File: src/rtl/moldudp64_seq_check_if.sv
// Header-beat inputs from the MoldUDP64 field decoder and the per-packet verdict outputs.
// The decoder drives the master side; the sequence checker sits on the slave side.
interface moldudp64_seq_check_if #(
    parameter int SID_W = 80,
    parameter int SEQ_W = 64,
    parameter int CNT_W = 16
);
    logic             flush_i;
    logic             sid_p0_v_i;
    logic [63:0]      sid_p0_i;
    logic             sid_p1_v_i;
    logic [15:0]      sid_p1_i;
    logic             seq_num_p0_v_i;
    logic [47:0]      seq_num_p0_i;
    logic             seq_num_p1_v_i;
    logic [15:0]      seq_num_p1_i;
    logic             msg_cnt_v_i;
    logic [CNT_W-1:0] msg_cnt_i;

    logic             hdr_v_o;
    logic [SID_W-1:0] sid_o;
    logic [SEQ_W-1:0] seq_num_o;
    logic [CNT_W-1:0] msg_cnt_o;
    logic [SEQ_W-1:0] exp_seq_o;
    logic             new_sess_o;
    logic             in_order_o;
    logic             gap_o;
    logic             dup_o;
    logic             overlap_o;
    logic [CNT_W-1:0] msg_skip_o;
    logic             heartbeat_o;
    logic             eos_o;
    logic             proto_err_o;

    modport master (
        output flush_i, sid_p0_v_i, sid_p0_i, sid_p1_v_i, sid_p1_i,
               seq_num_p0_v_i, seq_num_p0_i, seq_num_p1_v_i, seq_num_p1_i,
               msg_cnt_v_i, msg_cnt_i,
        input  hdr_v_o, sid_o, seq_num_o, msg_cnt_o, exp_seq_o, new_sess_o,
               in_order_o, gap_o, dup_o, overlap_o, msg_skip_o, heartbeat_o,
               eos_o, proto_err_o
    );

    modport slave (
        input  flush_i, sid_p0_v_i, sid_p0_i, sid_p1_v_i, sid_p1_i,
               seq_num_p0_v_i, seq_num_p0_i, seq_num_p1_v_i, seq_num_p1_i,
               msg_cnt_v_i, msg_cnt_i,
        output hdr_v_o, sid_o, seq_num_o, msg_cnt_o, exp_seq_o, new_sess_o,
               in_order_o, gap_o, dup_o, overlap_o, msg_skip_o, heartbeat_o,
               eos_o, proto_err_o
    );
endinterface

File: src/rtl/moldudp64_seq_check.sv
// Reassembles the 3-beat MoldUDP64 header and classifies it against the per-session expected sequence.
// Verdict registered one cycle after beat 2; no backpressure, every beat is consumed the cycle it arrives.
module moldudp64_seq_check #(
    parameter int SID_W = 80,
    parameter int SEQ_W = 64,
    parameter int CNT_W = 16
) (
    input  logic clk,
    input  logic reset,
    moldudp64_seq_check_if.slave bus
);
    typedef enum logic [1:0] {IDLE, H0, H1} state_t;

    state_t           state, state_nxt;
    logic             cap0, cap1, eval, perr;
    logic             any_v;

    logic [63:0]      sid_hi;
    logic [15:0]      sid_lo;
    logic [47:0]      seq_hi;
    logic             sess_vld;
    logic [SID_W-1:0] sess_sid;
    logic [SEQ_W-1:0] exp_seq;

    logic [SID_W-1:0] sid_w;
    logic [SEQ_W-1:0] seq_w, end_w, exp_nxt;
    logic [CNT_W-1:0] cnt_w, skip_w;
    logic             new_w, ino_w, gap_w, dup_w, ovl_w, hb_w, eos_w;

    logic             hdr_v_q, perr_q;
    logic [SID_W-1:0] sid_q;
    logic [SEQ_W-1:0] seq_q, exp_q;
    logic [CNT_W-1:0] cnt_q, skip_q;
    logic             new_q, ino_q, gap_q, dup_q, ovl_q, hb_q, eos_q;

    assign any_v = bus.sid_p0_v_i | bus.sid_p1_v_i | bus.seq_num_p0_v_i
                 | bus.seq_num_p1_v_i | bus.msg_cnt_v_i;

    always_comb begin
        state_nxt = state;
        cap0      = 1'b0;
        cap1      = 1'b0;
        eval      = 1'b0;
        perr      = 1'b0;
        if (bus.flush_i) begin
            state_nxt = IDLE;
        end else begin
            case (state)
                IDLE: begin
                    if (bus.sid_p0_v_i) begin
                        cap0      = 1'b1;
                        state_nxt = H0;
                    end else if (any_v) begin
                        perr = 1'b1;
                    end
                end
                H0: begin
                    if (bus.sid_p1_v_i && bus.seq_num_p0_v_i) begin
                        cap1      = 1'b1;
                        state_nxt = H1;
                    end else if (bus.sid_p0_v_i) begin
                        cap0 = 1'b1;
                    end else if (any_v) begin
                        perr      = 1'b1;
                        state_nxt = IDLE;
                    end
                end
                H1: begin
                    if (bus.seq_num_p1_v_i && bus.msg_cnt_v_i) begin
                        eval      = 1'b1;
                        state_nxt = IDLE;
                    end else if (bus.sid_p0_v_i) begin
                        // A fresh beat 0 mid-header is an error but still starts the next header
                        perr      = 1'b1;
                        cap0      = 1'b1;
                        state_nxt = H0;
                    end else if (any_v) begin
                        perr      = 1'b1;
                        state_nxt = IDLE;
                    end
                end
                default: state_nxt = IDLE;
            endcase
        end
    end

    assign sid_w = {sid_hi, sid_lo};
    assign seq_w = {seq_hi, bus.seq_num_p1_i};
    assign cnt_w = bus.msg_cnt_i;
    assign end_w = seq_w + {{(SEQ_W-CNT_W){1'b0}}, cnt_w};
    assign hb_w  = (cnt_w == '0);
    assign eos_w = (cnt_w == '1);

    always_comb begin
        exp_nxt = exp_seq;
        new_w   = 1'b0;
        ino_w   = 1'b0;
        gap_w   = 1'b0;
        dup_w   = 1'b0;
        ovl_w   = 1'b0;
        skip_w  = '0;
        if (!sess_vld || sid_w != sess_sid) begin
            new_w = 1'b1;
            ino_w = 1'b1;
            if (!eos_w) exp_nxt = end_w;
        end else if (seq_w == exp_seq) begin
            ino_w = 1'b1;
            if (!eos_w) exp_nxt = end_w;
        end else if (seq_w > exp_seq) begin
            gap_w = 1'b1;
            if (!eos_w) exp_nxt = end_w;
        end else if (!hb_w) begin
            // Behind the expected point: fully stale or straddling it
            if (end_w <= exp_seq) begin
                dup_w = 1'b1;
            end else begin
                ovl_w  = 1'b1;
                skip_w = CNT_W'(exp_seq - seq_w);
                if (!eos_w) exp_nxt = end_w;
            end
        end
    end

    always_ff @(posedge clk) begin
        if (reset) begin
            state    <= IDLE;
            sid_hi   <= '0;
            sid_lo   <= '0;
            seq_hi   <= '0;
            sess_vld <= 1'b0;
            sess_sid <= '0;
            exp_seq  <= '0;
            hdr_v_q  <= 1'b0;
            perr_q   <= 1'b0;
            sid_q    <= '0;
            seq_q    <= '0;
            cnt_q    <= '0;
            exp_q    <= '0;
            skip_q   <= '0;
            new_q    <= 1'b0;
            ino_q    <= 1'b0;
            gap_q    <= 1'b0;
            dup_q    <= 1'b0;
            ovl_q    <= 1'b0;
            hb_q     <= 1'b0;
            eos_q    <= 1'b0;
        end else begin
            state   <= state_nxt;
            hdr_v_q <= eval;
            perr_q  <= perr;
            if (cap0) sid_hi <= bus.sid_p0_i;
            if (cap1) begin
                sid_lo <= bus.sid_p1_i;
                seq_hi <= bus.seq_num_p0_i;
            end
            if (eval) begin
                sess_sid <= sid_w;
                sess_vld <= !eos_w;
                exp_seq  <= exp_nxt;
                sid_q    <= sid_w;
                seq_q    <= seq_w;
                cnt_q    <= cnt_w;
                exp_q    <= exp_seq;
                skip_q   <= skip_w;
                new_q    <= new_w;
                ino_q    <= ino_w;
                gap_q    <= gap_w;
                dup_q    <= dup_w;
                ovl_q    <= ovl_w;
                hb_q     <= hb_w;
                eos_q    <= eos_w;
            end
        end
    end

    assign bus.hdr_v_o     = hdr_v_q;
    assign bus.proto_err_o = perr_q;
    assign bus.sid_o       = sid_q;
    assign bus.seq_num_o   = seq_q;
    assign bus.msg_cnt_o   = cnt_q;
    assign bus.exp_seq_o   = exp_q;
    assign bus.msg_skip_o  = skip_q;
    assign bus.new_sess_o  = new_q;
    assign bus.in_order_o  = ino_q;
    assign bus.gap_o       = gap_q;
    assign bus.dup_o       = dup_q;
    assign bus.overlap_o   = ovl_q;
    assign bus.heartbeat_o = hb_q;
    assign bus.eos_o       = eos_q;
endmodule

File: src/flat_wrapper.sv
// flat-port wrapper written by rule: the top's interface ports become plain ports
module moldudp64_seq_check_flat 
#(
    parameter int SID_W = 80,
    parameter int SEQ_W = 64,
    parameter int CNT_W = 16
)
  (clk, reset, bus_flush_i, bus_sid_p0_v_i, bus_sid_p0_i, bus_sid_p1_v_i, bus_sid_p1_i, bus_seq_num_p0_v_i, bus_seq_num_p0_i, bus_seq_num_p1_v_i, bus_seq_num_p1_i, bus_msg_cnt_v_i, bus_msg_cnt_i, bus_hdr_v_o, bus_sid_o, bus_seq_num_o, bus_msg_cnt_o, bus_exp_seq_o, bus_new_sess_o, bus_in_order_o, bus_gap_o, bus_dup_o, bus_overlap_o, bus_msg_skip_o, bus_heartbeat_o, bus_eos_o, bus_proto_err_o);
  moldudp64_seq_check_if #(.SID_W(SID_W), .SEQ_W(SEQ_W), .CNT_W(CNT_W)) bus_i ();
  input  logic clk;
  input  logic reset;
  input wire logic [$bits(bus_i.flush_i)-1:0] bus_flush_i;
  input wire logic [$bits(bus_i.sid_p0_v_i)-1:0] bus_sid_p0_v_i;
  input wire logic [$bits(bus_i.sid_p0_i)-1:0] bus_sid_p0_i;
  input wire logic [$bits(bus_i.sid_p1_v_i)-1:0] bus_sid_p1_v_i;
  input wire logic [$bits(bus_i.sid_p1_i)-1:0] bus_sid_p1_i;
  input wire logic [$bits(bus_i.seq_num_p0_v_i)-1:0] bus_seq_num_p0_v_i;
  input wire logic [$bits(bus_i.seq_num_p0_i)-1:0] bus_seq_num_p0_i;
  input wire logic [$bits(bus_i.seq_num_p1_v_i)-1:0] bus_seq_num_p1_v_i;
  input wire logic [$bits(bus_i.seq_num_p1_i)-1:0] bus_seq_num_p1_i;
  input wire logic [$bits(bus_i.msg_cnt_v_i)-1:0] bus_msg_cnt_v_i;
  input wire logic [$bits(bus_i.msg_cnt_i)-1:0] bus_msg_cnt_i;
  output wire logic [$bits(bus_i.hdr_v_o)-1:0] bus_hdr_v_o;
  output wire logic [$bits(bus_i.sid_o)-1:0] bus_sid_o;
  output wire logic [$bits(bus_i.seq_num_o)-1:0] bus_seq_num_o;
  output wire logic [$bits(bus_i.msg_cnt_o)-1:0] bus_msg_cnt_o;
  output wire logic [$bits(bus_i.exp_seq_o)-1:0] bus_exp_seq_o;
  output wire logic [$bits(bus_i.new_sess_o)-1:0] bus_new_sess_o;
  output wire logic [$bits(bus_i.in_order_o)-1:0] bus_in_order_o;
  output wire logic [$bits(bus_i.gap_o)-1:0] bus_gap_o;
  output wire logic [$bits(bus_i.dup_o)-1:0] bus_dup_o;
  output wire logic [$bits(bus_i.overlap_o)-1:0] bus_overlap_o;
  output wire logic [$bits(bus_i.msg_skip_o)-1:0] bus_msg_skip_o;
  output wire logic [$bits(bus_i.heartbeat_o)-1:0] bus_heartbeat_o;
  output wire logic [$bits(bus_i.eos_o)-1:0] bus_eos_o;
  output wire logic [$bits(bus_i.proto_err_o)-1:0] bus_proto_err_o;
  assign bus_i.flush_i = bus_flush_i;
  assign bus_i.sid_p0_v_i = bus_sid_p0_v_i;
  assign bus_i.sid_p0_i = bus_sid_p0_i;
  assign bus_i.sid_p1_v_i = bus_sid_p1_v_i;
  assign bus_i.sid_p1_i = bus_sid_p1_i;
  assign bus_i.seq_num_p0_v_i = bus_seq_num_p0_v_i;
  assign bus_i.seq_num_p0_i = bus_seq_num_p0_i;
  assign bus_i.seq_num_p1_v_i = bus_seq_num_p1_v_i;
  assign bus_i.seq_num_p1_i = bus_seq_num_p1_i;
  assign bus_i.msg_cnt_v_i = bus_msg_cnt_v_i;
  assign bus_i.msg_cnt_i = bus_msg_cnt_i;
  assign bus_hdr_v_o = bus_i.hdr_v_o;
  assign bus_sid_o = bus_i.sid_o;
  assign bus_seq_num_o = bus_i.seq_num_o;
  assign bus_msg_cnt_o = bus_i.msg_cnt_o;
  assign bus_exp_seq_o = bus_i.exp_seq_o;
  assign bus_new_sess_o = bus_i.new_sess_o;
  assign bus_in_order_o = bus_i.in_order_o;
  assign bus_gap_o = bus_i.gap_o;
  assign bus_dup_o = bus_i.dup_o;
  assign bus_overlap_o = bus_i.overlap_o;
  assign bus_msg_skip_o = bus_i.msg_skip_o;
  assign bus_heartbeat_o = bus_i.heartbeat_o;
  assign bus_eos_o = bus_i.eos_o;
  assign bus_proto_err_o = bus_i.proto_err_o;
  moldudp64_seq_check #(.SID_W(SID_W), .SEQ_W(SEQ_W), .CNT_W(CNT_W)) u_core (.clk(clk), .reset(reset), .bus(bus_i));
endmodule
File: config.mk
export PLATFORM = sky130hd
export DESIGN_NAME = moldudp64_seq_check_flat
export DESIGN_NICKNAME = d
export VERILOG_FILES = /design/src/rtl/moldudp64_seq_check_if.sv /design/src/rtl/moldudp64_seq_check.sv /design/src/flat_wrapper.sv
export SDC_FILE = /design/constraint.sdc
export NUM_CORES = 1
export LEC_CHECK = 0
export ABC_AREA = 1
export CORE_AREA = 10 10 233 279
export CTS_BUF_LIST = sky130_fd_sc_hd__clkbuf_8
export CTS_CLUSTER_SIZE = 8
export DETAILED_ROUTE_END_ITERATION = 10
export DIE_AREA = 0 0 243 289
export PLACE_DENSITY = 0.65
export SLEW_MARGIN = 20
export SYNTH_ARGS = -nofsm -noshare
export SYNTH_HDL_FRONTEND = slang
export SYNTH_SLANG_ARGS = --single-unit
File: constraint.sdc
create_clock -name clk -period 3.5 [get_ports clk]
set_input_delay 0.525 -clock clk [delete_from_list [all_inputs] [get_ports clk]]
set_output_delay 0.525 -clock clk [all_outputs]
set_load 0.05 [all_outputs]
# After elaboration in Yosys (flattened, before gate mapping)
# Index checks and enable logic that the tools add are counted.
word_totals:
  regBits: 444
  inputBits: 168
  output_inout_bits: 249
  word_cells: 98
op_classes:
  addsub: 2
  magnitude_cmp: 2
  eq_ne: 9
  n_mux: 51
  bitwise_logic: 4
  reduce_logical: 10
ops:
  columns: ["op", "count"]
  rows:
  - ["two-way mux 64 bit", 6]
  - ["two-way mux 16 bit", 5]
  - ["!= test 80 bit", 1]
  - ["adder 64 x 16 -> 64 bit", 1]
  - ["== test 64 bit", 1]
  - ["greater-than comparator 64 bit", 1]
  - ["less-or-equal comparator 64 bit", 1]
  - ["two-way mux 1 bit", 31]
  - ["== test 16 bit, second input constant", 1]
  - ["logical NOT 16 bit", 1]
  - ["subtractor 16 bit", 1]
  - ["two-way mux 2 bit", 6]
  - ["case mux 1 bit (3 select lines)", 2]
  - ["case mux 2 bit (3 select lines)", 1]
  - ["!= test 4 x 1 -> 1 bit, second input constant", 1]
  - ["!= test 4 bit, second input constant", 1]
  - ["OR 1 bit", 4]
  - ["!= test 3 x 2 -> 1 bit, second input constant", 1]
  - ["AND reduction 3 bit", 1]
  - ["== test 2 x 1 -> 1 bit, second input constant", 1]
  - ["== test 2 bit, second input constant", 1]
  - ["logical AND 1 bit", 2]
  - ["logical NOT 1 bit", 2]
  - ["logical NOT 2 bit", 1]
  - ["other kinds (4)", 4]

# Depth between registers and ports, before layout
logic_depth:
  depth_word: 8
  mapped_depth: 32
  ltp_nobuf: 31

# Worst setup path after synthesis
# Ideal clock, no wire load.
synth_path:
  path_type: "in2reg"
  from: "input bus_msg_cnt_i[0]"
  to: "register u_core.skip_q[15] (netlist: u_core.bus.msg_skip_o[15])"
  arrival_time_ns: 3.744
  required_time_ns: 3.430
  slack_ns: -0.314
  stages: 27
  path_buffers: 1
  path_cell_list: "ha_1 inv_1 fa_1 inv_1 nand3_1 nand2_1 nand2_1 nand2_1 nand4_1 nand3_1 nand2_1 nor2_4 nand3_1 nand2_1 inv_1 ha_1 nand2_1 nor4_1 nand2_1 nor2_1 nand2_1 nand2_1 nand2_1 nor2_2 buf_2 nand4_1 a21oi_1"
synth_between:
  elab_chain_len: 7
  word_cells_on_any_way: 8
synth_rtl:
  columns: ["item", "line", "rtl"]
  rows:
  - ["start, declared", "flat_wrapper.sv:22", "input wire logic [$bits(bus_i.msg_cnt_i)-1:0] bus_msg_cnt_i;"]
  - ["adder 64 x 16 -> 64 bit", "moldudp64_seq_check.sv:90", "assign end_w = seq_w + {{(SEQ_W-CNT_W){1'b0}}, cnt_w};"]
  - ["via u_core.end_w[54]", "moldudp64_seq_check.sv:26", "logic [SEQ_W-1:0] seq_w, end_w, exp_nxt;"]
  - ["less-or-equal comparator 64 bit", "moldudp64_seq_check.sv:114", "if (end_w <= exp_seq) begin"]
  - ["two-way mux 16 bit", "moldudp64_seq_check.sv:114", null]
  - ["two-way mux 16 bit", "moldudp64_seq_check.sv:112", "end else if (!hb_w) begin"]
  - ["two-way mux 16 bit", "moldudp64_seq_check.sv:109", "end else if (seq_w > exp_seq) begin"]
  - ["two-way mux 16 bit", "moldudp64_seq_check.sv:106", "end else if (seq_w == exp_seq) begin"]
  - ["two-way mux 16 bit", "moldudp64_seq_check.sv:102", "if (!sess_vld || sid_w != sess_sid) begin"]
  - ["end signal, assigned", "moldudp64_seq_check.sv:164", "skip_q <= skip_w;"]
  - ["end, declared", "moldudp64_seq_check.sv:33", "logic [CNT_W-1:0] cnt_q, skip_q;"]
# The timed path passes the listed nets, and every way through them passes these cells.
# A chain may end at the register's enable or synchronous reset.

# Final worst setup path
layout_path:
  from: "input bus_msg_cnt_i[3]"
  to: "register u_core.exp_seq[7]"
layout_between:
  word_cells_on_any_way: 13
layout_lines:
  columns: ["item", "line", "rtl"]
  rows:
  - ["adder 64 x 16 -> 64 bit", "moldudp64_seq_check.sv:90", null]
  - ["via u_core.end_w[47]", "moldudp64_seq_check.sv:26", null]
  - ["less-or-equal comparator 64 bit", "moldudp64_seq_check.sv:114", null]
  - ["!= test 4 x 1 -> 1 bit (no source line)", null, null]
  - ["AND reduction 3 bit (no source line)", null, null]
  - ["end signal, assigned", "moldudp64_seq_check.sv:159", "exp_seq <= exp_nxt;"]
  - ["end, declared", "moldudp64_seq_check.sv:23", "logic [SEQ_W-1:0] exp_seq;"]
# The timed path passes the listed nets, and every way through them passes these cells. The select of a mux whose other input is x is not followed.

==> metrics.txt <==
area grow syn2layout=48.6%; Vias/cell=5.13; # placed instances=4,801; clock sinks=444; row cnt=98; clk_lat worst skew=0.71 ns; dpl hpwl=76,100 um; CTS clk-pin slew, worst paths=0.06 ns; crit start category=input pin; final hold vios=0; CTS max path bufs=3; failing checks=negative setup slack; Async SR Flop Fraction=0%; critical path peak fanout=6; Starting Density=39.6%; Routed Antenna Nets=0; Die Y=289 um; # Max-Cap Violations=0; flops & latches, synth=444; vias in the first global route=24,953; Setup Skew=0.0686 ns; Post-synth EDFFs=0; DRT iter0 DRCs=1,920; top_reg_cell synth=dfxtp_1; first-pass GRT wire length=150,000 um; Synth Area per Inst=7.05 um2; CTS Hold Bufs=0; TritonRoute pass-1 iters=7; max-slew violation count=0; Die Width=243 um; Setup violations, final=82; Tightest Pin Transition=0.929 ns; CTS root buf=clkbuf_8; run status=complete, but fails checks; initial antenna violation count=5; Final nets=4,472; core area=59,300 um2; Pwr Density=342 nW/um2; Ports=417; IO buf count=416; GRT overflow=0; sequential area share after synthesis=37.8%; Num CTS Buffers=78; post-synth cell types=45; setup ws final=-0.381 ns; area of placed instances=31,400 um2; drc violations=0; Cell Area, Synth=23,500 um2; Synth Warn #=0; Setup Crit Path Kind=input pin to register; largest net degree at the start of global routing=161; multi-input logic area=13,900 um2; standby leakage power=15.2 nW; gr usage total=27.4%; Reg2Reg Setup Slack=-0.37 ns; worst path required time=4.01 ns; CP endpoint kind=register; die area=70,200 um2; Fillers=5,589; Non-Filler Instances=5,007; maximum VDD drop=0.299 mV; Avg WL per Cell=20.1 um; Setup WS pre-CTS=-1.62 ns; share of cells above drive strength 1=21.2%; RSZ-0062 raised after global routing=yes; H-tree levels=3; Synth Instances=3,336; critical path data arrival time=4.39 ns; Reg area=8910 um2; final instance area=35,000 um2; global placer's final weighted congestion=0.975; crit share post-route=111%; achievable frequency=258 MHz; Final min period=3.88 ns; slew margin rel.=38.1%; Post-Syn Nets=3,665; Worst Hold Class=input pin to register; CTS tree=done; via count=25,673; overall routed net length=101,000 um
## per-layer routing
layer,track usage [%],share of wire (%)
met1,31.6,40
met2,47.8,48
met3,5.13,6.8
met4,14.1,5.1
met5,0,0
## synth_stat cells, types with 2 or more instances
library cell  instances  share of area [%]
nand2_1             610                9.7
nand4_1              58                1.5
buf_2                14               0.30
nand3_1             129                2.7
xor2_1               52                1.9
nor2_1              301                4.8
o21a_1                6               0.19
nand2_4               2              0.096
and2_1                5               0.13
nor2_4                3               0.14
nor3_2                2              0.085
nand3b_1             11               0.35
fa_1                  2               0.17
clkinv_1              2              0.032
o21ai_0             397                8.4
nor2_2                2              0.053
buf_4                 5               0.16
inv_2                 5              0.080
nor3_1               47                1.0
dfxtp_1             444                 38
ha_1                159                8.5
buf_1                 2              0.032
a21oi_1             470                 10
nor4_1               11               0.29
buf_6                 8               0.38
nand3_2              21               0.89
a21o_1                9               0.29
clkbuf_1            120                1.9
inv_1               389                6.2
o21bai_1              2              0.064
and3_1                6               0.16
xnor2_1              27                1.0
a31oi_1               3              0.080
## where the power goes
| part | switching (mW) | internal (mW) | total, mW |
|---|---|---|---|
| combinational | 1.02 | 0.862 | 1.88 |
| clock | 2.28 | 2.63 | 4.91 |
| sequential | 0.0526 | 5.12 | 5.17 |
## cell families (layout without fill, tap and decap cells)
family	Yosys count	in the layout	synth area share, %
compound gates	892	892	19.2
xor+xnor	79	79	2.94
fa+ha+maj	161	161	8.63
buf+inv	546	1413	9.17
flops	444	444	37.8
other cells	0	4	0
simple gates	1214	1214	22.3
## per-stage QoR
step	hold slack (ns)	setup TNS [ns]	total power [mW]	utilization (%)
after floorplan	0.439	-9.55	6.07	-
after global placement	0.448	-116.48	6.91	53.0
after detailed placement	0.451	-126.93	6.92	53.0
after CTS	0.257	-7.87	12.0	57.9
after global routing	0.227	-36.52	12.5	58.9
final	0.229	-22.46	12.0	58.9
## path summary, 6_finish.rpt
kind	startpoint	to	cells after the start
worst max register to register	u_core.seq_hi[17]$_SDFFE_PP0P_	u_core.exp_seq[7]$_SDFFE_PP0P_	23
worst min-delay path	bus_seq_num_p1_i[10]	u_core.bus.seq_num_o[10]$_SDFFE_PP0P_	3
worst min register to register	u_core.exp_seq[40]$_SDFFE_PP0P_	u_core.exp_seq[40]$_SDFFE_PP0P_	2
worst max-delay path	bus_msg_cnt_i[3]	u_core.exp_seq[7]$_SDFFE_PP0P_	26
## cell type report
cell class                 count  area share [%]
multi-input combinational   2346            39.6
sequential                   444            25.5
timing repair buffer         877            23.2
inverter                     396            4.30
clock buffer                  93            3.66
tap                          800            2.86
clock inverter                47           0.820
antenna                        4          0.0286
## registers in the layout (all words and copies together) (netlist names)
register,flops
u_core.bus.overlap_o,1
u_core.state,2
u_core.bus.in_order_o,1
u_core.bus.hdr_v_o,1
u_core.bus.sid_o,80
u_core.sid_lo,16
u_core.bus.heartbeat_o,1
u_core.bus.exp_seq_o,64
u_core.bus.msg_skip_o,16
u_core.seq_hi,48
u_core.sid_hi,64
u_core.bus.gap_o,1
u_core.bus.dup_o,1
u_core.bus.proto_err_o,1
u_core.bus.seq_num_o,64
u_core.bus.eos_o,1
u_core.exp_seq,64
u_core.bus.new_sess_o,1
u_core.sess_vld,1
u_core.bus.msg_cnt_o,16
## placed cells by master, fill, tap and decap left out, types with 19 or more instances in the layout
master	Yosys	layout
nand2_1	610	552
a21oi_1	470	433
dfxtp_1	444	431
buf_4	5	415
inv_1	389	402
o21ai_0	397	391
clkdlybuf4s50_1	0	383
nor2_1	301	269
ha_1	159	138
clkbuf_8	0	93
nand3_1	129	80
nand3_2	21	64
nand4_1	58	58
nand2_2	1	51
xor2_1	52	43
a21oi_2	0	31
nor3_1	47	28
xnor2_1	27	27
ha_4	0	21
nor2_2	2	19
nor3_2	2	19
inv_2	5	19
## worst max-delay path, cell delays in order
cell	delay, ns
dlygate4sd2_1	0.32
ha_4	0.31
nand2_1	0.08
nor2_1	0.13
nand2_1	0.08
nand2_2	0.10
nand3_1	0.08
nand2_1	0.11
buf_4	0.15
nand3_1	0.08
nand2_2	0.15
xor2_1	0.16
inv_1	0.08
ha_1	0.32
nand4_1	0.17
nor2_4	0.17
nand3b_1	0.18
nor2_4	0.19
nand4_1	0.20
nand3_4	0.18
nand2_8	0.10
buf_6	0.14
buf_8	0.12
clkbuf_16	0.15
nand3_2	0.05
a21oi_1	0.06
## what timing repair did
| item | 4_1_cts | 5_1_grt |
|---|---|---|
| gates resized for setup | 259 | 112 |
| cloned | 9 | 2 |
| setup buffers | 35 | 19 |
| pin swaps | 65 | 54 |
| setup endpoints to repair | 82 | 82 |
(Power assumes the default switching activity.)
